## src/rtl/pc_unit_pkg.sv

```systemverilog
// rtl/pc_unit_pkg.sv - shared fetch-address constants and PC update selector
package pc_unit_pkg;

   // Instruction-address width shared by fetch and decode stages
   localparam int IADDR_W = 32;

   // Defaults for the program-counter unit
   localparam logic [IADDR_W-1:0] DEF_RESET_VEC  = '0;
   localparam int                 DEF_PC_INC     = 4;
   localparam int                 DEF_ALIGN_BITS = 2;

   // Source chosen for the next pc value
   typedef enum logic [2:0] {
      SEL_RESET   = 3'd0,
      SEL_FLUSH   = 3'd1,
      SEL_HOLD    = 3'd2,
      SEL_BRANCH  = 3'd3,
      SEL_PENDING = 3'd4,
      SEL_SEQ     = 3'd5
   } pc_sel_e;

endpackage

```

## src/rtl/pc_redirect_buf.sv

```systemverilog
// rtl/pc_redirect_buf.sv - one-entry pending redirect holding an aligned target
module pc_redirect_buf
   import pc_unit_pkg::*;
#(
   parameter int ADDR_W = IADDR_W
) (
   input  logic              clk,
   input  logic              rst,
   input  logic              capture,
   input  logic              consume,
   input  logic              clear,
   input  logic [ADDR_W-1:0] capture_addr,
   output logic              valid,
   output logic [ADDR_W-1:0] addr
);

   // Clear wins over capture; a new capture overwrites any older entry
   always_ff @(posedge clk) begin
      if (rst || clear) begin
         valid <= 1'b0;
         addr  <= '0;
      end else if (capture) begin
         valid <= 1'b1;
         addr  <= capture_addr;
      end else if (consume) begin
         valid <= 1'b0;
      end
   end

endmodule

```

## src/rtl/pc_unit.sv

```systemverilog
// rtl/pc_unit.sv - fetch program counter with flush, branch and stalled redirect
module pc_unit
   import pc_unit_pkg::*;
#(
   parameter int                ADDR_W     = IADDR_W,
   parameter logic [ADDR_W-1:0] RESET_VEC  = ADDR_W'(DEF_RESET_VEC),
   parameter int                PC_INC     = DEF_PC_INC,
   parameter int                ALIGN_BITS = DEF_ALIGN_BITS
) (
   input  logic              clk,
   input  logic              rst,
   input  logic              stall,
   input  logic              branch_flag,
   input  logic [ADDR_W-1:0] branch_target,
   input  logic              flush,
   input  logic [ADDR_W-1:0] new_pc,
   output logic [ADDR_W-1:0] pc,
   output logic              ce,
   output logic              addr_err
);

   localparam logic [ADDR_W-1:0] INC        = ADDR_W'(PC_INC);
   localparam logic [ADDR_W-1:0] ALIGN_MASK = {ADDR_W{1'b1}} << ALIGN_BITS;

   pc_sel_e           sel;
   logic              err_next;
   logic              pend_capture;
   logic              pend_consume;
   logic              pend_clear;
   logic              pend_valid;
   logic [ADDR_W-1:0] pend_addr;
   logic [ADDR_W-1:0] branch_aligned;
   logic [ADDR_W-1:0] flush_aligned;

   assign branch_aligned = branch_target & ALIGN_MASK;
   assign flush_aligned  = new_pc & ALIGN_MASK;

   pc_redirect_buf #(
      .ADDR_W(ADDR_W)
   ) u_redirect_buf (
      .clk          (clk),
      .rst          (rst),
      .capture      (pend_capture),
      .consume      (pend_consume),
      .clear        (pend_clear),
      .capture_addr (branch_aligned),
      .valid        (pend_valid),
      .addr         (pend_addr)
   );

   // Pick the next pc source by priority and flag misaligned accepted redirects
   always_comb begin
      sel          = SEL_SEQ;
      err_next     = 1'b0;
      pend_capture = 1'b0;
      pend_consume = 1'b0;
      pend_clear   = 1'b0;
      if (!ce) begin
         // Not yet fetching: every request is dropped
         sel = SEL_RESET;
      end else if (flush) begin
         sel        = SEL_FLUSH;
         pend_clear = 1'b1;
         err_next   = |(new_pc & ~ALIGN_MASK);
      end else if (stall) begin
         sel = SEL_HOLD;
         if (branch_flag) begin
            pend_capture = 1'b1;
            err_next     = |(branch_target & ~ALIGN_MASK);
         end
      end else if (branch_flag) begin
         sel        = SEL_BRANCH;
         pend_clear = 1'b1;
         err_next   = |(branch_target & ~ALIGN_MASK);
      end else if (pend_valid) begin
         // Target was aligned and flagged when it was captured
         sel          = SEL_PENDING;
         pend_consume = 1'b1;
      end
   end

   // Register pc, fetch enable and the misalignment pulse
   always_ff @(posedge clk) begin
      if (rst) begin
         pc       <= RESET_VEC;
         ce       <= 1'b0;
         addr_err <= 1'b0;
      end else begin
         ce       <= 1'b1;
         addr_err <= err_next;
         case (sel)
            SEL_RESET:   pc <= RESET_VEC;
            SEL_FLUSH:   pc <= flush_aligned;
            SEL_HOLD:    pc <= pc;
            SEL_BRANCH:  pc <= branch_aligned;
            SEL_PENDING: pc <= pend_addr;
            SEL_SEQ:     pc <= pc + INC;
            default:     pc <= pc;
         endcase
      end
   end

endmodule

```

## config.mk

```make
export PLATFORM = sky130hd
export DESIGN_NAME = pc_unit
export DESIGN_NICKNAME = d
export VERILOG_FILES = /design/src/rtl/pc_unit_pkg.sv /design/src/rtl/pc_redirect_buf.sv /design/src/rtl/pc_unit.sv
export SDC_FILE = /design/constraint.sdc
export NUM_CORES = 1
export LEC_CHECK = 0
export ABC_AREA = 1
export BUFFER_PORTS_ARGS = -buffer_cell sky130_fd_sc_hd__buf_4
export CAP_MARGIN = 0
export CORE_ASPECT_RATIO = 2
export CORE_MARGIN = 2
export CORE_UTILIZATION = 45
export CTS_CLUSTER_SIZE = 8
export DETAILED_ROUTE_END_ITERATION = 8
export PLACE_DENSITY = 0.75
export SETUP_SLACK_MARGIN = 0.3
export SLEW_MARGIN = 20
export SYNTH_ARGS = -nofsm -noshare
export SYNTH_HDL_FRONTEND = slang
export SYNTH_SLANG_ARGS = --single-unit
```

## constraint.sdc

```tcl
create_clock -name clk -period 1.92 [get_ports clk]
set_clock_uncertainty 0.15 [all_clocks]
set_input_delay 0.384 -clock clk [delete_from_list [all_inputs] [get_ports clk]]
set_output_delay 0.384 -clock clk [all_outputs]
set_load 0.1 [all_outputs]
```

==> flow_summary.yaml <==
outcome:
  status: "finished, final reports clean"
setup_path:
  r2r_cells: 10
  r2r-end: "u_redirect_buf.addr[24]"
  endpoint: "u_redirect_buf.addr[24]"
  worstPathMaxFanout: 6
  crit_buf_inv: 6
  r2r_setup_slack_ps: 160
  crit_chain: "inv_4 > nor2_4 > buf_6 > buf_4 > nand3_4 > buf_12 > clkbuf_16 > o21ai_0 > nand2_1 > inv_1"
  path_depth: 10
  slowest_delay_ps: 380
  critPathSlowestCell: "dfxtp_4"
  cp-startpoint: "ce"
  path_delay_family: "buffers and inverters"
  cp-start-kind: "flip-flop"
  r2r-start: "ce"
  cp_data_arrival_time_ps: 1890
  cp.required_ps: 2050
  end_kind: "flip-flop"
  path_class: "reg2reg"
floorplan:
  io_pins: 103
  die_w_um: 71.9
  core-area_um2: 8950
  fp-row-count: 49
  initial_core_util_pct: 46.4
  die_area_um2: 10100
  die_h_um: 140
finish:
  final_util_pct: 70.0
  final_common_cell: "nand2_1"
  drive_above_1_share_pct: 31.0
  n_antenna_cell: 0
  final_cell_mix: "210 x nand2_1, 146 x inv_1, 123 x buf_4"
  finalNonFillerCells: 982
  syn_to_final_growth_pct: 51.0
  fillCellCount: 748
  layout.nets: 945
route:
  ant_nets: 0
  wl_um: 15200
  initialDrtViolationCount: 483
  wl_per_cell_um: 15.4
  first_pass_iters: 5
  vias: 5218
  remaining_drc_errors: 0
  viasPerCell: 5.31
logic_synthesis:
  yosys_warnings: 0
  synth-seq-cells: 63
  synthCells: 745
  synth.cell_area_um2: 4150
  synth_area_per_cell_um2: 5.57
  synth-seq-area-share_pct: 30.4
  synth.distinct_cells: 28
timing:
  rsz0062_at_grt: "true"
  hold_ws_ps: 125
  slew_violations: 0
  tns_ps: 0
  max_freq_mhz: 568
  finalCriticalPeriod_ps: 1760
  hold_violations: 0
  period_share_pct: 91.6
  setup_viol: 0
placement:
  dpl.cell_count: 940
  place.port_buffers: 100
  dp_hpwl_um: 10000
  place_congestion: 0.873
clocking:
  clock_latency_ps: 340
  clock_sinks: 63
  clk_pin_slew_worst_paths_ps: 60
  cts_tree: "built"
  clk_path_buf_depth: 2
  cts_root_buffer: "clkbuf_16"
  htree_levels: 3
  numCtsBuffers: 9
global_routing:
  grt_start_max_net_pins: 43
  grt_pass1_wl_um: 22600
  grt_pass1_vias: 4800
  grt_overflow_total: 0
  track_usage_pct: 28.8
  antenna_found_initial: 0
power:
  p_leak_nw: 3.17
  power-per-cell-area_nw_per_um2: 627
  ir_worst_vdd_mv: 0.455
worst_hold_path:
  hp-class: "in2reg"
run:
  cap_viol_max_count: 0
registers in the layout (all words and copies together), names as in the netlist:
signal / cells
pc: 30
u_redirect_buf.addr: 30
addr_err: 1
ce: 1
u_redirect_buf.valid: 1
logic make-up after synthesis:
kind of cell | Yosys count | share of synthesized area (%)
adders and majority gates | 1 | 0.302
muxes | 2 | 0.543
DFF | 63 | 30.4
other | 1 | 0.0904
and+or+nand+nor | 434 | 43.2
AOI/OAI and AO/OA | 60 | 7.96
xor gates and xnor gates | 3 | 0.633
buffers and inverters | 181 | 16.9
cell type report:
cell class / instances / area, µm² / area share [%]
Clock buffer: 11 / 275 / 4.39
Clock inverter: 5 / 58.8 / 0.939
Inverter: 157 / 599 / 9.57
Multi-Input combinational cell: 502 / 2540 / 40.5
Sequential cell: 63 / 1370 / 21.9
Tap cell: 102 / 128 / 2.04
Timing Repair Buffer: 142 / 1290 / 20.7
per-layer routing:
metal	wire length, µm	up-vias	track usage (%)
li1	-	2521	-
met4	864	0	17.3
met2	8020	242	48.8
met3	750	70	4.20
met5	0	-	0
met1	5530	2385	33.3
timing repair:
item | CTS | global route
hold buffers | 0 | 0
resized for setup | 23 | 60
pin swaps | 3 | 22
gates cloned | 2 | 5
setup endpoints to repair | 30 | 61
buffers inserted | 9 | 10
cell usage after synthesis (all sizes together):
library cell    n  share of area (%)
nand2         228                 21
nor3           17                2.1
ha              1               0.30
o21ai          40                4.8
o311ai          1               0.21
o21bai          8                1.4
conb            1              0.090
xnor2           1               0.21
nand3          68                8.3
dfxtp          63                 30
xor2            2               0.42
o2bb2ai         1               0.21
mux2            2               0.54
nor2          109                 10
inv           156                 14
or2             2               0.30
a21oi           9                1.1
o211ai          1               0.18
clkbuf         12                1.1
nand4          10                1.5
buf            12                1.6
clkinv          1              0.090
metrics by stage:
stage	total power, mW	setup WS (ps)	area, µm²
after floorplan	1.82	259	4360
after global placement	2.06	-0.272	5290
after detailed placement	2.07	-59.0	5290
after CTS	3.88	252	5860
after global routing	4.07	105	6260
final	3.93	160	6260
worst reg2reg max path: cells and delay by family (launching register included):
family / cells / cell delay [ps]
buffers and inverters: 6 / 670
DFF: 1 / 380
and+or+nand+nor: 3 / 350
AOI/OAI and AO/OA: 1 / 150
worst min-delay path by stage:
stage / start / end / cells past startpoint
finish: rst / pc[2] / 2
global route: rst / pc[3] / 2
CTS: rst / pc[3] / 2
detailed placement: u_redirect_buf.valid / u_redirect_buf.valid / 2
global placement: u_redirect_buf.valid / u_redirect_buf.valid / 2
floorplan: rst / pc[10] / 1
power by group:
group          switching, mW  total [mW]  internal (mW)
sequential            0.0588        1.38           1.33
clock                  0.629        1.79           1.17
combinational          0.481       0.749          0.268
total                   1.17        3.93           2.76
No activity file was read; power rests on OpenSTA's default activity.
